--- config.mk ---
export PLATFORM = sky130hd
export DESIGN_NAME = flag_shadow_stack
export DESIGN_NICKNAME = d
export VERILOG_FILES = /design/src/rtl/flag_stack_pkg.sv /design/src/rtl/flag_stack_mem.sv /design/src/rtl/flag_shadow_stack.sv
export SDC_FILE = /design/constraint.sdc
export NUM_CORES = 1
export LEC_CHECK = 0
export ABC_AREA = 1
export CAP_MARGIN = 20
export CELL_PAD_IN_SITES_DETAIL_PLACEMENT = 1
export CELL_PAD_IN_SITES_GLOBAL_PLACEMENT = 1
export CORE_ASPECT_RATIO = 1.75
export CORE_UTILIZATION = 38
export DETAILED_ROUTE_END_ITERATION = 8
export HOLD_SLACK_MARGIN = 0.1
export MAX_ROUTING_LAYER = met4
export PLACE_DENSITY_LB_ADDON = 0.1
export SLEW_MARGIN = 20
export SYNTH_ARGS = -nofsm -noshare
export SYNTH_HDL_FRONTEND = slang
export SYNTH_SLANG_ARGS = --single-unit
export TNS_END_PERCENT = 1
--- constraint.sdc ---
create_clock -name clk -period 4.6 [get_ports clk]
set_clock_uncertainty 0.1 [all_clocks]
set_input_delay 0.46 -clock clk [delete_from_list [all_inputs] [get_ports clk]]
set_output_delay 0.46 -clock clk [all_outputs]
set_load 0.01 [all_outputs]
--- src/rtl/flag_stack_pkg.sv ---
// Shared types and constants for the C/Z flag shadow stack.
package flag_stack_pkg;

  localparam int unsigned FLAG_STACK_DEPTH_DEFAULT = 4;

  typedef struct packed {
    logic c;
    logic z;
  } flag_pair_t;

endpackage

--- src/rtl/flag_stack_mem.sv ---
// DEPTH-entry flag-pair register file: synchronous write, asynchronous read.
module flag_stack_mem
  import flag_stack_pkg::*;
#(
  parameter int unsigned DEPTH = FLAG_STACK_DEPTH_DEFAULT,
  localparam int unsigned AW   = $clog2(DEPTH)
) (
  input  logic          clk,
  input  logic          we,
  input  logic [AW-1:0] waddr,
  input  flag_pair_t    wdata,
  input  logic [AW-1:0] raddr,
  output flag_pair_t    rdata
);

  flag_pair_t mem_q [DEPTH];

  // Entries are don't-care after reset, so the array carries no reset.
  always_ff @(posedge clk) begin
    if (we) begin
      mem_q[waddr] <= wdata;
    end
  end

  assign rdata = mem_q[raddr];

endmodule

--- src/rtl/flag_shadow_stack.sv ---
// Interrupt save/restore LIFO for the C/Z flags with sticky overflow/underflow.
// Build option FLAG_SHADOW_STACK_WRAP_EN turns a full-push into a circular overwrite.
module flag_shadow_stack
  import flag_stack_pkg::*;
#(
  parameter int unsigned DEPTH = FLAG_STACK_DEPTH_DEFAULT,
  localparam int unsigned CNT_W = $clog2(DEPTH + 1)
) (
  input  logic             clk,
  input  logic             reset,
  input  logic             push,
  input  logic             pop,
  input  logic             c_in,
  input  logic             z_in,
  input  logic             clear_err,
  output logic             c_out,
  output logic             z_out,
  output logic             restore_valid,
  output logic [CNT_W-1:0] count,
  output logic             empty,
  output logic             full,
  output logic             overflow_err,
  output logic             underflow_err
);

  localparam int unsigned PTR_W = $clog2(DEPTH);

  logic [CNT_W-1:0] count_q, count_d;
  logic [PTR_W-1:0] ptr_q, ptr_d;
  logic             c_q, c_d, z_q, z_d;
  logic             rv_q, rv_d;
  logic             ovf_q, ovf_d, unf_q, unf_d;
  logic             mem_we;
  flag_pair_t       mem_wdata, mem_rdata;
  logic [PTR_W-1:0] mem_raddr;

  assign empty     = (count_q == CNT_W'(0));
  assign full      = (count_q == CNT_W'(DEPTH));
  assign mem_wdata = '{c: c_in, z: z_in};
  // ptr_q is the next free slot; the top of stack sits one below it (mod DEPTH).
  assign mem_raddr = ptr_q - PTR_W'(1);

  flag_stack_mem #(.DEPTH(DEPTH)) u_mem (
    .clk   (clk),
    .we    (mem_we),
    .waddr (ptr_q),
    .wdata (mem_wdata),
    .raddr (mem_raddr),
    .rdata (mem_rdata)
  );

  always_comb begin
    count_d = count_q;
    ptr_d   = ptr_q;
    c_d     = c_q;
    z_d     = z_q;
    rv_d    = 1'b0;
    ovf_d   = ovf_q & ~clear_err;
    unf_d   = unf_q & ~clear_err;
    mem_we  = 1'b0;
    // Push wins over pop; a simultaneous pop is dropped without side effects.
    if (push) begin
      if (!full) begin
        mem_we  = 1'b1;
        ptr_d   = ptr_q + PTR_W'(1);
        count_d = count_q + CNT_W'(1);
      end else begin
`ifdef FLAG_SHADOW_STACK_WRAP_EN
        mem_we = 1'b1;
        ptr_d  = ptr_q + PTR_W'(1);
`else
        ovf_d  = 1'b1;
`endif
      end
    end else if (pop) begin
      if (!empty) begin
        c_d     = mem_rdata.c;
        z_d     = mem_rdata.z;
        rv_d    = 1'b1;
        ptr_d   = ptr_q - PTR_W'(1);
        count_d = count_q - CNT_W'(1);
      end else begin
        unf_d = 1'b1;
      end
    end
  end

  always_ff @(posedge clk) begin
    if (reset) begin
      count_q <= '0;
      ptr_q   <= '0;
      c_q     <= 1'b0;
      z_q     <= 1'b0;
      rv_q    <= 1'b0;
      ovf_q   <= 1'b0;
      unf_q   <= 1'b0;
    end else begin
      count_q <= count_d;
      ptr_q   <= ptr_d;
      c_q     <= c_d;
      z_q     <= z_d;
      rv_q    <= rv_d;
      ovf_q   <= ovf_d;
      unf_q   <= unf_d;
    end
  end

  assign count         = count_q;
  assign c_out         = c_q;
  assign z_out         = z_q;
  assign restore_valid = rv_q;
  assign overflow_err  = ovf_q;
  assign underflow_err = unf_q;

endmodule

==> results of run 1 <==
worst register-to-register path, cell delays in order, from the launching register on:
cell	delay, ns
dfxtp_1	0.48
inv_1	0.18
ha_1	0.40
inv_1	0.08
nor2_1	0.13
o21ai_0	0.09
nand2_1	0.07
nor2_1	0.04
nor2_1	0.08
sequential cells by signal (all words and copies together), names as in the netlist:
register	flops
u_mem.mem_q	8
count	3
ptr_q	2
c_out	1
overflow_err	1
restore_valid	1
underflow_err	1
z_out	1
cell families (layout without fill, tap and decap cells):
kind of cell | count (synthesis) | in the layout | synth area share (%)
compound gates | 12 | 12 | 7.20
xor+xnor | 1 | 1 | 1.01
fa+ha+maj | 5 | 5 | 8.07
buf+inv | 17 | 37 | 7.64
flops | 18 | 18 | 50.7
simple gates | 50 | 50 | 25.4
through the flow:
step / instances / setup WS [ns]
floorplan: 103 / 3.15
global placement: 143 / 2.46
detailed placement: 143 / 2.41
CTS: 147 / 2.34
global route: 147 / 2.25
finish: 147 / 2.38
power by group:
group          switching (mW)  internal (mW)  leakage, nW
Combinational           0.104         0.0819        0.305
Sequential             0.0212          0.192        0.156
Clock                  0.0478         0.0482       0.0210
routing by layer:
metal | up-vias | part of all wire, %
li1 | 358 | -
met1 | 353 | 35
met2 | 7 | 62
met3 | 2 | 1.8
met4 | 0 | 0.65
met5 | - | 0
worst min-delay path by stage:
| stage | end | slack [ns] | cells after the start |
|---|---|---|---|
| finish | underflow_err | 0.37 | 2 |
| detailed placement | underflow_err | 0.36 | 2 |
| global placement | underflow_err | 0.36 | 2 |
| floorplan | overflow_err | 0.38 | 2 |
| global route | underflow_err | 0.40 | 2 |
| CTS | underflow_err | 0.38 | 2 |
synth_stat cells:
| cell type | number |
|---|---|
| xnor2_1 | 1 |
| a21oi_1 | 3 |
| or2_4 | 1 |
| inv_2 | 1 |
| nor2_1 | 27 |
| nand3_1 | 3 |
| nand2_4 | 2 |
| nand2_1 | 15 |
| edfxtp_1 | 8 |
| ha_1 | 4 |
| inv_1 | 15 |
| o21a_1 | 1 |
| fa_1 | 1 |
| inv_4 | 1 |
| nand2_2 | 1 |
| o21ai_0 | 8 |
| dfxtp_1 | 10 |
| nand3_2 | 1 |
layout make-up:
class / count / area (um^2)
fill: 261 / 1020
sequential: 18 / 440
clock buffer: 4 / 36.3
inverter: 17 / 66.3
timing repair buffer: 16 / 160
tap: 24 / 30.0
multi-input combinational: 68 / 362
cells in the final DEF, fill, tap and decap left out:
cell type,count
a21oi_1,3
clkbuf_4,3
clkbuf_8,1
clkdlybuf4s50_1,16
dfxtp_1,10
edfxtp_1,8
fa_1,1
ha_1,4
inv_1,15
inv_2,1
inv_4,1
nand2_1,15
nand2_2,1
nand2_4,2
nand3_1,3
nand3_2,1
nor2_1,27
o21a_1,1
o21ai_0,8
or2_4,1
xnor2_1,1
==> results.md, run 1 <==
* GRT Max-Usage Layer: met2
* Worst r2r path cells at 8
* GRT Residual Overflow at 0
* Synthesized area at 868 um^2
* Hold-fix buffers at CTS at 0
* Share of post-route cells with drive strength above 1 at 8.94%
* DRC at 0
* Synth cell types at 18
* Met2 global-route usage at about 34%
* CTS Buf Count at 3
* Number of diodes at 0
* DR iter-0 viols at 5
* Fin. max-slew vios at 0
* Share of the synthesized area in the top cell type at 27.7%
* Worst Path Required at 4.04 ns
* Worst path max stage delay at 0.56 ns
* Area of the core at 2120 um^2
* Setup crit end: full
* Hold slack at 0.369 ns
* Antenna violations before repair at 0
* Worst Tran Pin Value at 0.486 ns
* Buf/Inv on CP at 2
* Stages on worst setup path at 4
* PD cells at 452 nW/um^2
* Die Y at 65.2 um
* Worst r2r dst: c_out
* Nets at about 140
* Clock buffer depth at 2
* Pwr Total at 0.495 mW
* Maximum VDD drop at ~0.18 mV
* Synthesized Nets at around 120
* DR vias/cell at 4.90
* Max Cap Violations at 0
* R2R setup slack at ~2.9 ns
* Area growth syn-to-layout at 26.1%
* Yosys reg bits at 18
* Post-DP Area at about 1100 um^2
* Critical Path Start Type: flip-flop
* TritonRoute pass-1 iters at 3
* Ys Warns at 0
* Via Count at about 700
* Initial core utilization at 41.0%
* RSZ-0062 raised after global routing: no
* Final WL at about 1.8 mm
* Largest net degree at the start of global routing at 11
* Arrival @ worst endpoint at 1.66 ns
* CP startpoint: count[0]
* Fmax at 0.450 GHz
* GR Util met3 at 2.03%
* Htree depth at 1
* Synth top area cells: edfxtp_1, dfxtp_1, nor2_1
* Tot GR Track Use at between 10% and 20%
* Part of the cycle the worst path needs at 48.3%
* Max FO, Critical Path at 5
* Clk Latency, worst-skew pair at 0.29 ns
* Sequential fraction of the synthesis area at between 50% and 60%
* Total die area at 2490 um^2
* Post-route ant nets at 0
* Setup crit end kind: primary output
* Final Cell Area at 1090 um^2
* Cell mode on critical path: nor2_1
* Syn Inst Count at ~100
* Setup Fix Bufs, Post-CTS at 0
* Crit-path leading delay family: buffers and inverters
* LEAKAGE at 0.481 nW
* TritonCTS clock tree: built
* Final Wtd Congestion at 0.710
* Final Util at slightly above 50%
* Final HPWL DP at 1.59 mm
* Resized cells post-CTS at 0
* Vias in the first global route at approximately 760
* Met1 Use GR at ~16%
* Final Critical Period at 2.22 ns
* Setup violators final at 0
* # clock sinks at 18
* Reg-to-Reg Start: ptr_q[0]
* Clk root buf: clkbuf_4
* Buffers on Ports at 16
* Cell taking the most area after synthesis: edfxtp_1
* Final number of hold-violating endpoints at 0
* Clk slew on worst S/H paths at roughly 0.1 ns
* Max_slew headroom at around 67%
* HP Start: underflow_err
* Setup Crit Path Kind: reg -> out
* Die W at 38.1 um
* Hold Crit Class: reg -> reg
* Ports at 17
* Outcome: finished clean
* First-pass GRT wire length at ~3 mm
* Worst-path cell chain: nor2_1 -> inv_1 -> nor2_1 -> clkdlybuf4s50_1
* Drt wl/cell at between 10 and 15 um
* Mean Syn Cell Area at 8.43 um^2
* Row count at 22
* Setup Total Neg Slack at 0 ns
* CP max stage cell: clkdlybuf4s50_1
(Power assumes the default switching activity.)
==> run 2: changes to the inputs <==
--- a/config.mk
+++ b/config.mk
@@ -10,7 +10,7 @@
 export CELL_PAD_IN_SITES_DETAIL_PLACEMENT = 1
 export CELL_PAD_IN_SITES_GLOBAL_PLACEMENT = 1
 export CORE_ASPECT_RATIO = 1.75
-export CORE_UTILIZATION = 38
+export CORE_UTILIZATION = 36
 export DETAILED_ROUTE_END_ITERATION = 8
 export HOLD_SLACK_MARGIN = 0.1
 export MAX_ROUTING_LAYER = met4
==> constraint.sdc (replaced) <==
create_clock -name clk -period 2.3 [get_ports clk]
set_clock_uncertainty 0.1 [all_clocks]
set_input_delay 0.23 -clock clk [delete_from_list [all_inputs] [get_ports clk]]
set_output_delay 0.23 -clock clk [all_outputs]
set_load 0.01 [all_outputs]
==> run 2 against run 1 <==
Against the previous run: critical path depth is the same; sequential cell count is the same; hold slack got worse by 0.0016 ns; core utilization fell by 2.6 points; final cell count increased by 0.68%; count of clock-buffer cells in the layout unchanged; non-clock buffer count is the same; first-iteration DRC count up 60%; highest routed layer unchanged; global-route usage is 2.2 points higher; wire length increased by 9.2%.
==> results.md, run 2 (synthesized netlist as in run 1, its figures left out) <==
* Reg power frac at 40.4% (was 43.0%)
* First-pass GRT wire length at 3.26 mm (was 3.02 mm)
* Max Cap Violations at 0 (unchanged)
* Largest Register: u_mem.mem_q (unchanged)
* Critical Path Start Type: flip-flop (unchanged)
* GRT Residual Overflow at 0 (unchanged)
* Most frequent cells in the layout: nor2_1, clkdlybuf4s50_1, inv_1, nand2_1, dfxtp_1 (unchanged)
* Logic pwr share at 35.3% (was 37.6%)
* Setup violators final at 0 (unchanged)
* Setup crit end kind: primary output (unchanged)
* Final WL at 2.01 mm (was 1.84 mm)
* Setup Total Neg Slack at 0 ns (unchanged)
* Pwr Total at 1.06 mW (was 0.495 mW)
* Fmax at 0.505 GHz
* Resized cells post-CTS at 0 (unchanged)
* Area of the core at 2270 um^2 (was 2120 um^2)
* DRC at 0 (unchanged)
* Nets at 136 (unchanged)
* Outcome: finished clean (unchanged)
* Vias in the first global route at 710 (was 764)
* TritonCTS clock tree: built (unchanged)
* Worst Path Required at 1.97 ns (was 4.04 ns)
* Arrival @ worst endpoint at 1.65 ns (was 1.66 ns)
* Max reg flops at 8 (unchanged)
* Max_slew headroom at 62.5% (was 67.2%)
* RSZ-0062 raised after global routing: no (unchanged)
* Max FO, Critical Path at 4 (was 5)
* Final HPWL DP at 1.61 mm (was 1.59 mm)
* Number of diodes at 0 (unchanged)
* Maximum VDD drop at 0.417 mV (was 0.183 mV)
* Area growth syn-to-layout at 28.4% (was 26.1%)
* LEAKAGE at 0.489 nW (was 0.481 nW)
* Hold Crit Class: reg -> reg (unchanged)
* Switch share at 34.1% (was 34.9%)
* Fin. max-slew vios at 0 (unchanged)
* Setup Fix Bufs, Post-CTS at 0 (unchanged)
* Htree depth at 1 (unchanged)
* Clock buffer depth at 2 (unchanged)
* TritonRoute pass-1 iters at 4 (was 3)
* Ports at 17 (unchanged)
* Die W at 39.1 um (was 38.1 um)
* CP max stage cell: clkdlybuf4s50_1 (unchanged)
* Cell mode on critical path: nor2_1 (unchanged)
* Clk slew on worst S/H paths at 0.07 ns (was 0.10 ns)
* Worst path max stage delay at 0.56 ns (about the same)
* Clk Latency, worst-skew pair at 0.25 ns (was 0.29 ns)
* Antenna violations before repair at 0 (unchanged)
* Hold slack at 0.368 ns (was 0.369 ns)
* Initial core utilization at 38.2% (was 41.0%)
* DR iter-0 viols at 8 (was 5)
* Final Critical Period at between 1.5 and 2 ns
* Total die area at 2620 um^2 (was 2490 um^2)
* Buffers on Ports at 16 (unchanged)
* Worst Tran Pin Value at 0.556 ns (was 0.486 ns)
* Final worst setup slack at 0.320 ns (was 2.38 ns)
* Crit-path leading delay family: buffers and inverters (unchanged)
* Clk root buf: clkbuf_8 (was clkbuf_4)
* Pre-CTS WS at 0.357 ns (was 2.41 ns)
* Buf/Inv on CP at 2 (unchanged)
* Post-DP Area at 1060 um^2 (about the same)
* # clock sinks at 18 (unchanged)
* Final Cell Area at 1110 um^2 (was 1090 um^2)
* Hold-fix buffers at CTS at 0 (unchanged)
* Share of post-route cells with drive strength above 1 at 8.94% (unchanged)
* Setup Crit Path Kind: reg -> out (unchanged)
* Final Wtd Congestion at 0.703 (was 0.710)
* Internal power at 0.700 mW (was 0.322 mW)
* Commonest non-fill, non-tap cell in the layout: nor2_1 (unchanged)
* Clock power share at 24.3% (was 19.4%)
* CTS Buf Count at 3 (unchanged)
* P_sw at 0.362 mW (was 0.173 mW)
* Largest net degree at the start of global routing at 11 (unchanged)
* Die Y at 67.0 um (was 65.2 um)
* DR vias/cell at 4.78 (was 4.90)
* Tot GR Track Use at 19.5% (was 17.3%)
* Row count at 23 (was 22)
* PD cells at 953 nW/um^2 (was 452 nW/um^2)
* Part of the cycle the worst path needs at about 86%
* Post-route ant nets at 0 (unchanged)
* Worst-path cell chain: nor2_1 -> inv_1 -> nor2_1 -> clkdlybuf4s50_1 (unchanged)
* Via Count at 708 (was 720)
* Drt wl/cell at 13.6 um (was 12.5 um)
* Final number of hold-violating endpoints at 0 (unchanged)
==> run 2: changes by cell type in the layout (fill, tap and decap cells not counted) <==
cell / delta
clkbuf_8: +3
clkbuf_4: -3
==> run 2: worst paths after layout <==
check                                endpoint     startpoint  depth (start not counted)  slack, ns
worst min-delay path            underflow_err  underflow_err                          2       0.37
worst max-delay path                     full       count[1]                          4       0.32
worst min register to register  underflow_err  underflow_err                          2       0.37
worst max register to register          c_out       ptr_q[0]                          8       0.61
==> run 2: worst reg2reg max path: cells and delay by family, from the launching register on <==
kind | cells | cell delay, ns
DFF | 1 | 0.47
adders and majority gates | 1 | 0.40
and+or+nand+nor | 4 | 0.31
buffers and inverters | 2 | 0.26
AOI/OAI and AO/OA | 1 | 0.09
==> run 2: power groups by stage <==
| stage | Combinational (mW) | Sequential (mW) | Clock, mW |
|---|---|---|---|
| after detailed placement | 0.378 | 0.435 | 0 |
| after global placement | 0.365 | 0.432 | 0 |
| final | 0.375 | 0.429 | 0.258 |
| after floorplan | 0.224 | 0.436 | 0 |
| after global routing | 0.432 | 0.435 | 0.280 |
| after CTS | 0.385 | 0.430 | 0.262 |
==> run 2: layer usage <==
layer	global-route usage, %	routed length [um]	up-vias	share of wire (%)
met5	-	0	-	0
met4	6.47	24	0	1.2
met3	4.00	46	2	2.3
met2	37.5	1240	9	62
met1	17.6	699	340	35
li1	-	-	357	-
==> run 2: stage by stage <==
stage,util (%),instances
6_report,49.0,148
5_1_grt,49.0,148
4_1_cts,49.0,148
3_5_place_dp,46.6,144
3_3_place_gp,46.6,144
2_1_floorplan,-,103
==> run 2: area by class of cell <==
| cell class | instances | area, um^2 |
|---|---|---|
| Fill cell | 280 | 1160 |
| Sequential cell | 18 | 440 |
| Multi-Input combinational cell | 68 | 362 |
| Timing Repair Buffer | 16 | 160 |
| Inverter | 17 | 66.3 |
| Clock buffer | 4 | 55.1 |
| Tap cell | 25 | 31.3 |
==> variant, RTL diff (config.mk and constraints of run 2) <==
`FLAG_STACK_DEPTH_DEFAULT`: 4 -> 8.
--- a/src/rtl/flag_stack_pkg.sv
+++ b/src/rtl/flag_stack_pkg.sv
@@ -2,5 +2,5 @@
 package flag_stack_pkg;
 
-  localparam int unsigned FLAG_STACK_DEPTH_DEFAULT = 4;
+  localparam int unsigned FLAG_STACK_DEPTH_DEFAULT = 8;
 
   typedef struct packed {
Interface: changed (resized count); port bits go from 17 to 18. No check against the original RTL was run, so the function may have changed too.
==> variant against run 2 <==
- worst hold slack improved by 7.8 ps
- via count increased by 59%
- core utilization decreased by 2.9 points
- global-route usage decreased by 0.93 points
- total power increased by 36%
- worst setup slack improved by 27 ps
- combinational power increased by 16%
- clock power increased by 50%
- final area increased by 53%
- synthesized area increased by 63%
- sequential cell count increased by 10
- first-iteration DRC count increased by 38%
- count of clock-buffer cells in the layout decreased by 1
- routed wire length increased by 66%
- critical path type unchanged
==> variant: results <==
{
  "drt-met1-wl_um": 1196,
  "ys_dominant_reg_cell": "edfxtp_1",
  "timing.slew.headroom": 0.7156,
  "grt_max_degree": 17,
  "nNetsFinal": 199,
  "drive_gt1_frac": 0.09140,
  "crit_path_end": "empty",
  "dpl_worst_slack_ps": 257.4,
  "place_congestion": 0.7624,
  "use_met3": 0.01971,
  "netlist_top_cells_count": "nand2_1, inv_1, nand3_1",
  "drtIter0Drc": 11,
  "yosysUniqueCellTypes": 25,
  "clk_latency_ps": 270,
  "p_leak_nw": 0.7380,
  "regArea_um2": 720.7,
  "vias": 1124,
  "dp.cells": 228,
  "track_usage": 0.1861,
  "critPathMaxFanout": 5,
  "use_met2": 0.3736,
  "cp_data_arrival_time_ps": 1620,
  "hpwl_um": 2661,
  "largest_reg_flops": 16,
  "numPortBuffers": 17,
  "switchingPower_mw": 0.4470,
  "placed_area_mm2": 0.001637,
  "antenna_cells": 0,
  "clkTransAtPathRegs_ps": 90,
  "post_cts_resized": 0,
  "final.period_utilization": 0.8489,
  "met3_length_um": 59,
  "wl_met2_um": 2023,
  "hold_ws_ps": 375.3,
  "synth_edf_count": 16,
  "outcome": "finished clean",
  "r2r_cells": 7,
  "r2r-end": "z_out",
  "switching_share": 0.3106,
  "synthArstFlopShare": 0,
  "worstReg2RegStart": "ptr_q[1]",
  "synth_area_leaders": "edfxtp_1, dfxtp_1, nand2_1, nand3_1, inv_1",
  "p_comb_frac": 0.302,
  "synth_nets": 178,
  "wl_per_cell_um": 14.43,
  "use_met1": 0.1724,
  "ir_drop_mv": 0.5197,
  "drt_wl_total_um": 3347,
  "ys_seq_area_frac": 0.5106,
  "nFillCells": 465,
  "synth.avg_cell_area_um2": 8.502,
  "grt_pass1_vias": 1248,
  "largest-register": "u_mem.mem_q",
  "power.sequential.fraction": 0.429,
  "grt_pass1_wl_um": 5713
}
variant: cell types whose count changed in the layout (fill, tap and decap cells not counted), sizes merged, moves of 3 or more:
cell / before / now
nor2: 27 / 16
a21oi: 3 / 8
nand3: 4 / 22
buf: 0 / 3
edfxtp: 8 / 16
inv: 17 / 24
nand2: 18 / 49
o21ai: 8 / 3
variant: logic make-up (layout without fill, tap and decap cells):
family                   Yosys count  count (layout)  share of synthesized area
AO/OA/AOI/OAI                     12              12                    0.04698
XOR/XNOR                           5               5                    0.03103
buffers and inverters             28              48                    0.08155
flip-flops                        28              28                     0.5106
adder cells (fa/ha/maj)            5               5                    0.04965
AND/OR/NAND/NOR                   88              88                     0.2801
variant: area by class of cell:
cell class | instances | share of cell area
clock inverter | 1 | 0.01758
tap | 46 | 0.03370
inverter | 24 | 0.05275
sequential | 28 | 0.4220
timing repair buffer | 20 | 0.1128
multi-input combinational | 110 | 0.3370
clock buffer | 3 | 0.02418
